## src/rtl/seq_alu_pkg.sv

```systemverilog
// Shared types for the sequential ALU: operation codes, FSM states and
// helpers classifying the iterative operations.
package seq_alu_pkg;

    // Original combinational ALU codes come first so existing decoders stay valid.
    typedef enum logic [4:0] {
        ALU_ADD    = 5'd0,
        ALU_SUB    = 5'd1,
        ALU_SLL    = 5'd2,
        ALU_SRL    = 5'd3,
        ALU_SRA    = 5'd4,
        ALU_SLT    = 5'd5,
        ALU_XOR    = 5'd6,
        ALU_OR     = 5'd7,
        ALU_AND    = 5'd8,
        ALU_ADDI   = 5'd9,
        ALU_EQL    = 5'd10,
        ALU_SLTU   = 5'd11,
        ALU_MUL    = 5'd12,
        ALU_MULH   = 5'd13,
        ALU_MULHSU = 5'd14,
        ALU_MULHU  = 5'd15,
        ALU_DIV    = 5'd16,
        ALU_DIVU   = 5'd17,
        ALU_REM    = 5'd18,
        ALU_REMU   = 5'd19
    } ALU_op_t;

    typedef enum logic [1:0] {
        ST_IDLE = 2'd0,
        ST_MUL  = 2'd1,
        ST_DIV  = 2'd2,
        ST_DONE = 2'd3
    } seq_alu_state_t;

    function automatic logic is_mul(input ALU_op_t op);
        return (op == ALU_MUL) || (op == ALU_MULH) || (op == ALU_MULHSU) || (op == ALU_MULHU);
    endfunction

    function automatic logic is_div(input ALU_op_t op);
        return (op == ALU_DIV) || (op == ALU_DIVU) || (op == ALU_REM) || (op == ALU_REMU);
    endfunction

endpackage

```

## src/rtl/seq_alu_divider.sv

```systemverilog
// Iterative restoring divider working on magnitudes; one quotient bit per
// clock, final quotient/remainder signs applied combinationally on the last step.
module seq_alu_divider #(
    parameter int XLEN = 32
) (
    input  logic            clk,
    input  logic            rst,
    input  logic            start,
    input  logic            signed_op,
    input  logic [XLEN-1:0] dividend,
    input  logic [XLEN-1:0] divisor,
    output logic            done,
    output logic [XLEN-1:0] quotient,
    output logic [XLEN-1:0] remainder
);
    localparam int CW = $clog2(XLEN) + 1;
    localparam logic [CW-1:0] CNT_LAST = CW'(XLEN - 1);

    logic            running;
    logic [CW-1:0]   cnt;
    logic [XLEN-1:0] quo;
    logic [XLEN-1:0] rem;
    logic [XLEN-1:0] dsr;
    logic            neg_q;
    logic            neg_r;

    logic [XLEN:0]   trial;
    logic            fits;
    logic [XLEN-1:0] quo_n;
    logic [XLEN-1:0] rem_n;

    // A partial remainder below the divisor always fits in XLEN bits, so the
    // truncation on the restore path loses nothing.
    always_comb begin
        trial = {rem, quo[XLEN-1]};
        fits  = (trial >= {1'b0, dsr});
        rem_n = fits ? XLEN'(trial - {1'b0, dsr}) : XLEN'(trial);
        quo_n = {quo[XLEN-2:0], fits};
    end

    assign done      = running && (cnt == CNT_LAST);
    assign quotient  = neg_q ? -quo_n : quo_n;
    assign remainder = neg_r ? -rem_n : rem_n;

    always_ff @(posedge clk) begin
        if (rst) begin
            running <= 1'b0;
            cnt     <= '0;
            quo     <= '0;
            rem     <= '0;
            dsr     <= '0;
            neg_q   <= 1'b0;
            neg_r   <= 1'b0;
        end else if (start) begin
            running <= 1'b1;
            cnt     <= '0;
            quo     <= (signed_op && dividend[XLEN-1]) ? -dividend : dividend;
            rem     <= '0;
            dsr     <= (signed_op && divisor[XLEN-1]) ? -divisor : divisor;
            neg_q   <= signed_op && (dividend[XLEN-1] ^ divisor[XLEN-1]);
            neg_r   <= signed_op && dividend[XLEN-1];
        end else if (running) begin
            quo <= quo_n;
            rem <= rem_n;
            cnt <= cnt + CW'(1);
            if (cnt == CNT_LAST) begin
                running <= 1'b0;
            end
        end
    end

endmodule

```

## src/rtl/seq_alu.sv

```systemverilog
// Multi-cycle execute-stage ALU: RV32I ops in one cycle, RV32M multiply and
// divide iteratively, behind valid/ready with a registered, held result.
module seq_alu
    import seq_alu_pkg::*;
#(
    parameter int XLEN = 32
) (
    input  logic            clk,
    input  logic            rst,
    input  logic            in_valid,
    output logic            in_ready,
    input  ALU_op_t         op,
    input  logic [XLEN-1:0] a,
    input  logic [XLEN-1:0] b,
    input  logic [XLEN-1:0] imm,
    output logic            out_valid,
    input  logic            out_ready,
    output logic [XLEN-1:0] result,
    output logic            busy
);
    localparam int SHW = $clog2(XLEN);
    localparam int CW  = SHW + 1;
    localparam logic [CW-1:0]   CNT_LAST = CW'(XLEN - 1);
    localparam logic [XLEN-1:0] MIN_NEG  = {1'b1, {(XLEN-1){1'b0}}};

    // IDLE accepts | MUL/DIV iterate XLEN steps | DONE holds result until taken
    seq_alu_state_t state, state_n;

    ALU_op_t           op_q;
    logic [XLEN-1:0]   mcand;
    logic [2*XLEN-1:0] prod;
    logic              mul_neg;
    logic [CW-1:0]     mul_cnt;

    logic              accept;
    logic              div_signed;
    logic              div_is_rem;
    logic              div_fast;
    logic              div_start;
    logic              div_done;
    logic [XLEN-1:0]   div_quo;
    logic [XLEN-1:0]   div_rem;
    logic [XLEN-1:0]   fast_result;
    logic [XLEN-1:0]   alu_result;
    logic              a_sgn;
    logic              b_sgn;
    logic [XLEN:0]     mul_add;
    logic [2*XLEN-1:0] prod_n;
    logic [2*XLEN-1:0] prod_fix;
    logic [XLEN-1:0]   mul_result;
    logic [SHW-1:0]    shamt;

    assign in_ready  = (state == ST_IDLE);
    assign out_valid = (state == ST_DONE);
    assign busy      = (state == ST_MUL) || (state == ST_DIV);
    assign accept    = in_valid && in_ready;
    assign shamt     = b[SHW-1:0];

    always_comb begin
        div_signed  = (op == ALU_DIV) || (op == ALU_REM);
        div_is_rem  = (op == ALU_REM) || (op == ALU_REMU);
        fast_result = '0;
        div_fast    = 1'b0;
        if (b == '0) begin
            div_fast    = 1'b1;
            fast_result = div_is_rem ? a : '1;
        end else if (div_signed && (a == MIN_NEG) && (b == '1)) begin
            div_fast    = 1'b1;
            fast_result = div_is_rem ? '0 : a;
        end
        div_start = accept && is_div(op) && !div_fast;
    end

    always_comb begin
        alu_result = '0;
        case (op)
            ALU_ADD:  alu_result = a + b;
            ALU_SUB:  alu_result = a - b;
            ALU_SLL:  alu_result = a << shamt;
            ALU_SRL:  alu_result = a >> shamt;
            ALU_SRA:  alu_result = $signed(a) >>> shamt;
            ALU_SLT:  alu_result = {{(XLEN-1){1'b0}}, ($signed(a) < $signed(b))};
            ALU_SLTU: alu_result = {{(XLEN-1){1'b0}}, (a < b)};
            ALU_XOR:  alu_result = a ^ b;
            ALU_OR:   alu_result = a | b;
            ALU_AND:  alu_result = a & b;
            ALU_ADDI: alu_result = a + imm;
            ALU_EQL:  alu_result = {{(XLEN-1){1'b0}}, (a == b)};
            ALU_DIV, ALU_DIVU, ALU_REM, ALU_REMU: alu_result = fast_result;
            default:  alu_result = '0;
        endcase
    end

    // Multiplier runs unsigned on magnitudes; product holds the multiplier in
    // its low half and shifts right one bit per step.
    always_comb begin
        a_sgn      = ((op == ALU_MULH) || (op == ALU_MULHSU)) && a[XLEN-1];
        b_sgn      = (op == ALU_MULH) && b[XLEN-1];
        mul_add    = {1'b0, prod[2*XLEN-1:XLEN]} + (prod[0] ? {1'b0, mcand} : '0);
        prod_n     = {mul_add, prod[XLEN-1:1]};
        prod_fix   = mul_neg ? -prod_n : prod_n;
        mul_result = (op_q == ALU_MUL) ? prod_fix[XLEN-1:0] : prod_fix[2*XLEN-1:XLEN];
    end

    seq_alu_divider #(.XLEN(XLEN)) u_divider (
        .clk       (clk),
        .rst       (rst),
        .start     (div_start),
        .signed_op (div_signed),
        .dividend  (a),
        .divisor   (b),
        .done      (div_done),
        .quotient  (div_quo),
        .remainder (div_rem)
    );

    always_comb begin
        state_n = state;
        case (state)
            ST_IDLE: begin
                if (accept) begin
                    if (is_mul(op))     state_n = ST_MUL;
                    else if (div_start) state_n = ST_DIV;
                    else                state_n = ST_DONE;
                end
            end
            ST_MUL:  if (mul_cnt == CNT_LAST) state_n = ST_DONE;
            ST_DIV:  if (div_done) state_n = ST_DONE;
            ST_DONE: if (out_ready) state_n = ST_IDLE;
            default: state_n = ST_IDLE;
        endcase
    end

    always_ff @(posedge clk) begin
        if (rst) state <= ST_IDLE;
        else     state <= state_n;
    end

    always_ff @(posedge clk) begin
        if (rst) begin
            result  <= '0;
            op_q    <= ALU_ADD;
            mcand   <= '0;
            prod    <= '0;
            mul_neg <= 1'b0;
            mul_cnt <= '0;
        end else begin
            if (accept) begin
                op_q    <= op;
                mcand   <= a_sgn ? -a : a;
                prod    <= {{XLEN{1'b0}}, (b_sgn ? -b : b)};
                mul_neg <= a_sgn ^ b_sgn;
                mul_cnt <= '0;
                if (!is_mul(op) && !div_start) result <= alu_result;
            end
            if (state == ST_MUL) begin
                prod    <= prod_n;
                mul_cnt <= mul_cnt + CW'(1);
                if (mul_cnt == CNT_LAST) result <= mul_result;
            end
            if ((state == ST_DIV) && div_done) begin
                result <= ((op_q == ALU_REM) || (op_q == ALU_REMU)) ? div_rem : div_quo;
            end
        end
    end

endmodule

```

## config.mk

```make
export PLATFORM = sky130hd
export DESIGN_NAME = seq_alu
export DESIGN_NICKNAME = d
export VERILOG_FILES = /design/src/rtl/seq_alu_pkg.sv /design/src/rtl/seq_alu_divider.sv /design/src/rtl/seq_alu.sv
export SDC_FILE = /design/constraint.sdc
export NUM_CORES = 2
export LEC_CHECK = 0
export CAP_MARGIN = 20
export CORE_UTILIZATION = 55
export DETAILED_ROUTE_END_ITERATION = 7
export PLACE_DENSITY = 0.84
export SYNTH_ARGS = -nofsm -noshare
export SYNTH_HDL_FRONTEND = slang
export SYNTH_HIERARCHICAL = 1
export SYNTH_SLANG_ARGS = --single-unit
```

## constraint.sdc

```tcl
create_clock -name clk -period 5.6 [get_ports clk]
set_input_delay 1.68 -clock clk [delete_from_list [all_inputs] [get_ports clk]]
set_output_delay 1.68 -clock clk [all_outputs]
set_load 0.005 [all_outputs]
```

# Word level (Yosys, flattened, before mapping)
# Index checks and enable logic that the tools add are counted.
[word_totals]
reg_bits = 247
input_bits = 105
out_inout_bits = 35
word_cells = 145
[op_classes]
n_addsub = 12
n_lt_le_gt_ge = 3
eq_ne = 34
shifts = 3
mux = 39
n_bitwise = 5
n_reduce_logical = 35
[ops]
columns = ["op", "count"]
rows = [
  ["2-to-1 mux 32 bit", 21],
  ["case mux 32 bit (13 select lines)", 1],
  ["2-to-1 mux 64 bit", 3],
  ["negator 32 bit", 4],
  ["adder 32 bit", 2],
  ["equality test 32 bit, second input constant", 2],
  ["less-than comparator 32 bit", 2],
  ["negator 64 bit", 1],
  ["subtractor 32 bit", 2],
  ["equality test 5 x 4 -> 1 bit, second input constant", 9],
  ["adder 32 x 32 -> 33 bit", 1],
  ["greater-or-equal comparator 33 x 32 -> 1 bit", 1],
  ["bitwise AND 32 bit", 1],
  ["equality test 32 bit", 1],
  ["zero test 32 bit", 1],
  ["bitwise OR 32 bit", 1],
  ["left shift 32 x 5 -> 32 bit", 1],
  [">> shifter 32 x 5 -> 32 bit", 1],
  [">>> shifter 32 x 5 -> 32 bit", 1],
  ["bitwise XOR 32 bit", 1],
  ["equality test 5 bit, second input constant", 6],
  ["equality test 5 x 3 -> 1 bit, second input constant", 4],
  ["logical AND 1 bit", 13],
  ["adder 6 x 1 -> 6 bit, second input constant", 2],
  ["other kinds (20)", 49],
]

# Logic depth before layout (Yosys ltp)
[logic_depth]
depth_word = 15
mapped_depth = 29
depth_no_buf = 26

# By module
# Netlist, hierarchy kept.
[by_module_without_submodules]
columns = ["module", "instances", "cells_per_inst", "area_per_inst_um2", "seq_area_each_um2"]
rows = [
  ["seq_alu", 1, 3119, 22257.6, 2842.7],
  ["seq_alu_divider", 1, 1286, 9608.0, 2102.0],
]

# Worst setup path before layout
# OpenSTA, ideal clock, no wires.
[synth_timing]
path_kind = "input to register"
startpoint = "in op[3]"
endpoint = "reg result[19]"
setup_ns = 0.127
arrival_ns = 5.866
required_ns = 5.473
setup_slack_ns = -0.393
stages = 18
n_path_buf = 3
path_cell_list = "clkbuf_1 > nor3b_1 > nand2_1 > buf_1 > mux2_2 > ha_1 > clkbuf_1 > nand2_1 > or4b_2 > o211ai_1 > a21oi_1 > or4b_2 > nand3_1 > xnor2_1 > nor2_1 > o31ai_1 > a21oi_1 > or3_1"
[synth_between]
elab_chain_len = 15
word_cells_on_any_way = 49
classes_between = "eq/ne (19); mux (12); reduce/logical (18)"
[synth_rtl]
columns = ["element", "line_no", "text"]
rows = [
  ["start, declared", "seq_alu.sv:12", "input ALU_op_t op,"],
  ["parallel branches: the longest is 10 deep, another holds 2-to-1 mux 32 bit", "n/a", ""],
  ["2-to-1 mux 32 bit (*)", "seq_alu.sv:154", "if (!is_mul(op) && !div_start) result <= alu_result;"],
  ["2-to-1 mux 32 bit (*)", "seq_alu.sv:148", "if (accept) begin"],
  ["2-to-1 mux 32 bit", "seq_alu.sv:159", "if (mul_cnt == CNT_LAST) result <= mul_result;"],
  ["2-to-1 mux 32 bit (*)", "seq_alu.sv:156", "if (state == ST_MUL) begin"],
  ["2-to-1 mux 32 bit (*)", "seq_alu.sv:161", "if ((state == ST_DIV) && div_done) begin"],
  ["end signal, assigned", "seq_alu.sv:154", ""],
  ["end signal, assigned", "seq_alu.sv:159", ""],
  ["end signal, assigned", "seq_alu.sv:162", "result <= ((op_q == ALU_REM) || (op_q == ALU_REMU)) ? div_rem : div_quo;"],
  ["end, declared", "seq_alu.sv:18", "output logic [XLEN-1:0] result,"],
]
# Mark *: on every way between the ends.
# A chain may end at the register's enable or synchronous reset.

# Final worst setup path
[layout_timing]
startpoint = "reg u_divider.dsr[8]"
endpoint = "reg result[28]"
[layout_between]
elab_chain_len = 6
word_cells_on_any_way = 9
classes_between = "add/sub (3); order compare (1); mux (5)"
[layout_rtl]
columns = ["element", "line_no", "text"]
rows = [
  ["start, declared", "seq_alu_divider.sv:23", "logic [XLEN-1:0] dsr;"],
  ["start signal, assigned", "seq_alu_divider.sv:59", "dsr <= (signed_op && divisor[XLEN-1]) ? -divisor : divisor;"],
  ["subtractor 32 bit or greater-or-equal comparator 33 x 32 -> 1 bit (tied branches)", "seq_alu_divider.sv:37, seq_alu_divider.sv:36", ""],
  ["2-to-1 mux 32 bit (*)", "seq_alu_divider.sv:37", "rem_n = fits ? XLEN'(trial - {1'b0, dsr}) : XLEN'(trial);"],
  ["negator 32 bit", "seq_alu_divider.sv:43", "assign remainder = neg_r ? -rem_n : rem_n;"],
  ["2-to-1 mux 32 bit (*)", "seq_alu_divider.sv:43", ""],
  ["net div_rem[28]", "seq_alu.sv:42", "logic [XLEN-1:0] div_rem;"],
  ["2-to-1 mux 32 bit (*)", "seq_alu.sv:162", ""],
  ["2-to-1 mux 32 bit (*)", "seq_alu.sv:161", ""],
]
# Mark *: on every way through the listed nets, which the timed path passes. The rest lies on a longest branch.

==> tab_implementation.tex <==
\begin{tabular}{lr}
\hline
Metric & Value \\
\hline
\multicolumn{2}{l}{\textbf{Outcome}} \\
Result of the run & complete, but fails checks \\
Violations in the final reports & design-rule violations, negative setup slack \\
\multicolumn{2}{l}{\textbf{Synth}} \\
Average footprint of a synthesized cell & 7.234 µm² \\
Async S/R FF share, synth & 0 \\
FF+latch count, synth & 247 \\
Post-synth cell types & 114 \\
Gate count after technology mapping & 4405 \\
Seq/Total Area, Yosys & 0.1552 \\
Predominant post-synthesis flop cell & sky130\_fd\_sc\_hd\_\_dfxtp\_1 \\
Summed instance area of the synthesized netlist & 31870 µm² \\
Syn Nets & 4728 \\
Post-synth EDFFs & 0 \\
Warnings, synthesis & 6 \\
\multicolumn{2}{l}{\textbf{Layout}} \\
\# nets final & 5084 \\
Share of post-route cells with drive strength above 1 & 0.1746 \\
Most frequent cells in the layout & sky130\_fd\_sc\_hd\_\_buf\_4 (516), sky130\_fd\_sc\_hd\_\_nor2\_1 (515), sky130\_fd\_sc\_hd\_\_nand2\_1 (354) \\
Final cell utilization of the core & 0.6750 \\
Area growth from synthesis to layout & 20.37\% \\
Commonest non-fill, non-tap cell in the layout & sky130\_fd\_sc\_hd\_\_buf\_4 \\
Final cell count without fillers & 5546 \\
Number of filler cells placed in the layout & 4876 \\
Area of all placed cells without fillers & 38360 µm² \\
\multicolumn{2}{l}{\textbf{CTS}} \\
TritonCTS clock tree & yes \\
Longest Clk Path Bufs & 3 \\
Cts bufs inserted & 27 \\
Clock root cell & sky130\_fd\_sc\_hd\_\_clkbuf\_16 \\
Worst-skew pair later-pin latency & 0.57 ns \\
Hold buffer count at cts & 0 \\
Clock sink count & 247 \\
Max H-tree Level & 1 \\
Clk pin slew, worst setup/hold paths & 0.07 ns \\
\multicolumn{2}{l}{\textbf{Floorplanning}} \\
Core footprint & 56820 µm² \\
Ports & 140 \\
Die extent in x & 242.7 µm \\
Floorplan die area & 58900 µm² \\
Rows & 87 \\
Initial core utilization & 0.5608 \\
Die boundary height & 242.7 µm \\
\multicolumn{2}{l}{\textbf{Placement}} \\
Buffers added on ports & 139 \\
Instance count after placement with tap cells included & 5477 \\
Last weighted congestion value of the routability-driven placer & 1.161 \\
Post-placement worst setup slack & -0.5118 ns \\
Detailed Place HPWL & 126500 µm \\
Standard cell area after detailed placement & 37000 µm² \\
\multicolumn{2}{l}{\textbf{Timing}} \\
Smallest setup slack after layout & -0.06974 ns \\
Max-slew violation count & 0 \\
Transition at the pin with the smallest max-transition slack & 1.189 ns \\
F\_max & 176.4 MHz \\
Period utilisation layout & 1.012 \\
Post-Route Hold Slack & 0.4555 ns \\
Final Hold Violating Endpoints & 0 \\
Final setup violation count & 1 \\
RSZ-0062 raised after global routing & yes \\
Fin Setup TNS & -0.06974 ns \\
Time the final worst path needs with I/O delays and setup & 5.670 ns \\
Rel. slew slack & 0.2027 \\
Post-route clock skew & 0.02546 ns \\
\multicolumn{2}{l}{\textbf{Route}} \\
Residual antenna-violating net count after detailed routing & 0 \\
Post-route DRC & 4 \\
Detailed Route WL & 165600 µm \\
Avg Vias per Cell & 7.176 \\
Length of the first detailed-routing pass in iterations & 8 \\
Via Count & 39800 \\
DRC marker count from the first detailed-route iteration & 6117 \\
Detail-routed net length per standard cell & 29.86 µm \\
\multicolumn{2}{l}{\textbf{Worst setup path}} \\
WS Path Type & reg -> reg \\
Required arrival time at the worst endpoint & 6.03 ns \\
RR Endpoint & result[28]\$\_SDFF\_PP0\_ \\
Arr. time, crit path & 6.10 ns \\
CP max stage delay & 0.52 ns \\
Most numerous cell on the critical path & sky130\_fd\_sc\_hd\_\_nand4\_1 \\
Startpoint class of the critical path & flop \\
Slowest CP cell & sky130\_fd\_sc\_hd\_\_or4\_4 \\
Cell breakdown of the critical path & inv\_1, ha\_2, nand4\_1, nor3\_4, o21ai\_1, a31o\_4, nand2\_8, mux2i\_4, ha\_2, inv\_1, or4\_4, or3\_1, o31ai\_2, nand4\_1, o31ai\_2, xnor2\_1, nand2\_1, nand2\_1, nand2\_2, nand3\_1, a211oi\_2, nand4\_1, a21oi\_2, a221oi\_1 \\
Worst reg2reg path startpoint & u\_divider/dsr[8]\$\_SDFFE\_PP0P\_ \\
Depth of the worst register-to-register path & 24 \\
Setup crit end kind & flop \\
Slack of the worst reg-to-reg path & -0.07 ns \\
CP Max Fanout & 6 \\
\multicolumn{2}{l}{\textbf{Hold path}} \\
Hold Crit Endpoint & mcand[0]\$\_SDFFE\_PP0P\_ \\
Worst Min Path Start & mcand[0]\$\_SDFFE\_PP0P\_ \\
Hold Path Stages & 2 \\
Hold Path Class & reg -> reg \\
\multicolumn{2}{l}{\textbf{Power}} \\
Total Power & 11.17 mW \\
Reported leakage power & 15.19 nW \\
Maximum vdd ir drop & 0.3456 mV \\
PwrDens & 291.3 nW/µm² \\
\multicolumn{2}{l}{\textbf{GRT}} \\
Via count of the first global-routing pass & 35830 \\
Remaining global-route overflow & 0 \\
Total track usage & 0.5360 \\
Pin count of the biggest net entering global routing & 132 \\
Antenna violations before repair & 13 \\
Global-route wire length before repair & 237000 µm \\
\multicolumn{2}{l}{\textbf{Run}} \\
Max-cap viol count & 0 \\
\hline
\end{tabular}
-- synth_stat cells (all sizes together) (12+ instances only) --
library cell / number / area share
ha: 214 / 0.084
a211oi: 213 / 0.051
nand2b: 35 / 0.0069
nand4: 55 / 0.011
nand2: 360 / 0.043
o41ai: 26 / 0.0076
a21oi: 352 / 0.056
and2: 69 / 0.014
o31ai: 54 / 0.013
a31oi: 57 / 0.011
nor4: 53 / 0.012
and3: 43 / 0.0084
buf: 67 / 0.010
dfxtp: 247 / 0.16
mux2i: 87 / 0.027
a221oi: 44 / 0.012
a22oi: 18 / 0.0042
and4: 13 / 0.0037
o21ai: 293 / 0.046
o22ai: 15 / 0.0029
nor3b: 21 / 0.0049
o221ai: 13 / 0.0036
inv: 168 / 0.020
or3: 64 / 0.013
a311oi: 42 / 0.012
xor2: 83 / 0.023
o21a: 25 / 0.0059
or4: 39 / 0.0094
or2: 24 / 0.0048
o211ai: 48 / 0.012
a21o: 42 / 0.0099
a2111oi: 13 / 0.0038
mux4: 68 / 0.048
clkbuf: 277 / 0.033
nor2: 515 / 0.061
o21bai: 21 / 0.0049
nand3: 81 / 0.013
o2111ai: 17 / 0.0047
xnor2: 185 / 0.051
a31o: 12 / 0.0033
mux2: 34 / 0.012
nor3: 108 / 0.018
nor2b: 53 / 0.010
-- worst max-delay path by stage --
stage | start | endpoint | slack, ns | cells after the start
2_1_floorplan | op[3] | result[19]$_SDFF_PP0_ | -0.004 | 18
3_3_place_gp | op[3] | result[19]$_SDFF_PP0_ | -0.43 | 17
3_5_place_dp | op[3] | result[19]$_SDFF_PP0_ | -0.51 | 17
4_1_cts | u_divider/dsr[10]$_SDFFE_PP0P_ | result[28]$_SDFF_PP0_ | 0.009 | 24
5_1_grt | u_divider/dsr[8]$_SDFFE_PP0P_ | result[28]$_SDFF_PP0_ | -0.24 | 24
6_report | u_divider/dsr[8]$_SDFFE_PP0P_ | result[28]$_SDFF_PP0_ | -0.07 | 24
-- layout make-up --
type                            count  area [µm²]  share of cell area
Clock inverter                     12       150.1            0.003914
Inverter                          170       640.6             0.01670
Timing Repair Buffer              671        5569              0.1452
Multi-Input combinational cell   3644       25290              0.6594
Clock buffer                       37       783.3             0.02042
Tap cell                          756       945.9             0.02466
Sequential cell                   247        4952              0.1291
Antenna cell                        9       22.52           0.0005872
-- worst max-delay path, delay by kind of cell, from the launching register on --
| family | cells | cell delay, ns |
|---|---|---|
| compound gates | 7 | 1.50 |
| xor+xnor | 1 | 0.13 |
| fa+ha+maj | 2 | 0.64 |
| buf+inv | 2 | 0.15 |
| flops | 1 | 0.33 |
| mux | 1 | 0.24 |
| simple gates | 11 | 2.54 |
-- registers in the layout (all words and copies together), names as in the netlist --
register / cells
u_divider/quo: 32
mul_neg: 1
u_divider/neg_r: 1
prod: 64
u_divider/rem: 32
mul_cnt: 6
u_divider/cnt: 6
u_divider/dsr: 32
u_divider/neg_q: 1
state: 2
u_divider/running: 1
result: 32
mcand: 32
op_q: 5
-- repair_timing --
item | in CTS | in global routing
buffers inserted | 0 | 9
pin swaps | 0 | 20
gates resized for setup | 1 | 71
setup endpoints to repair | 1 | 10
-- kinds of logic (layout without fill, tap and decap cells) --
family                   count (synthesis)  after routing  synth area share
AND/OR/NAND/NOR                       1561           1561            0.2397
AO/OA/AOI/OAI                         1408           1408            0.2946
buffers and inverters                  514            890           0.06290
XOR/XNOR                               268            268           0.07366
flip-flops                             247            247            0.1552
adder cells (fa/ha/maj)                218            218           0.08654
multiplexers                           189            189           0.08740
other                                    0              9                 0
-- where the power goes --
part / switching, mW / internal [mW]
clock network: 0.813 / 1.12
logic: 4.30 / 2.58
registers: 0.373 / 1.98
-- routing by layer --
layer / routed length (µm) / vias to the layer above / global-route usage
met1: 57810 / 18400 / 0.6399
met2: 66740 / 3447 / 0.7897
met3: 24250 / 871 / 0.1806
li1: - / 17080 / -
met5: 41 / - / 0
met4: 16770 / 6 / 0.4145
Note: power is estimated with default switching activity, not from simulation.
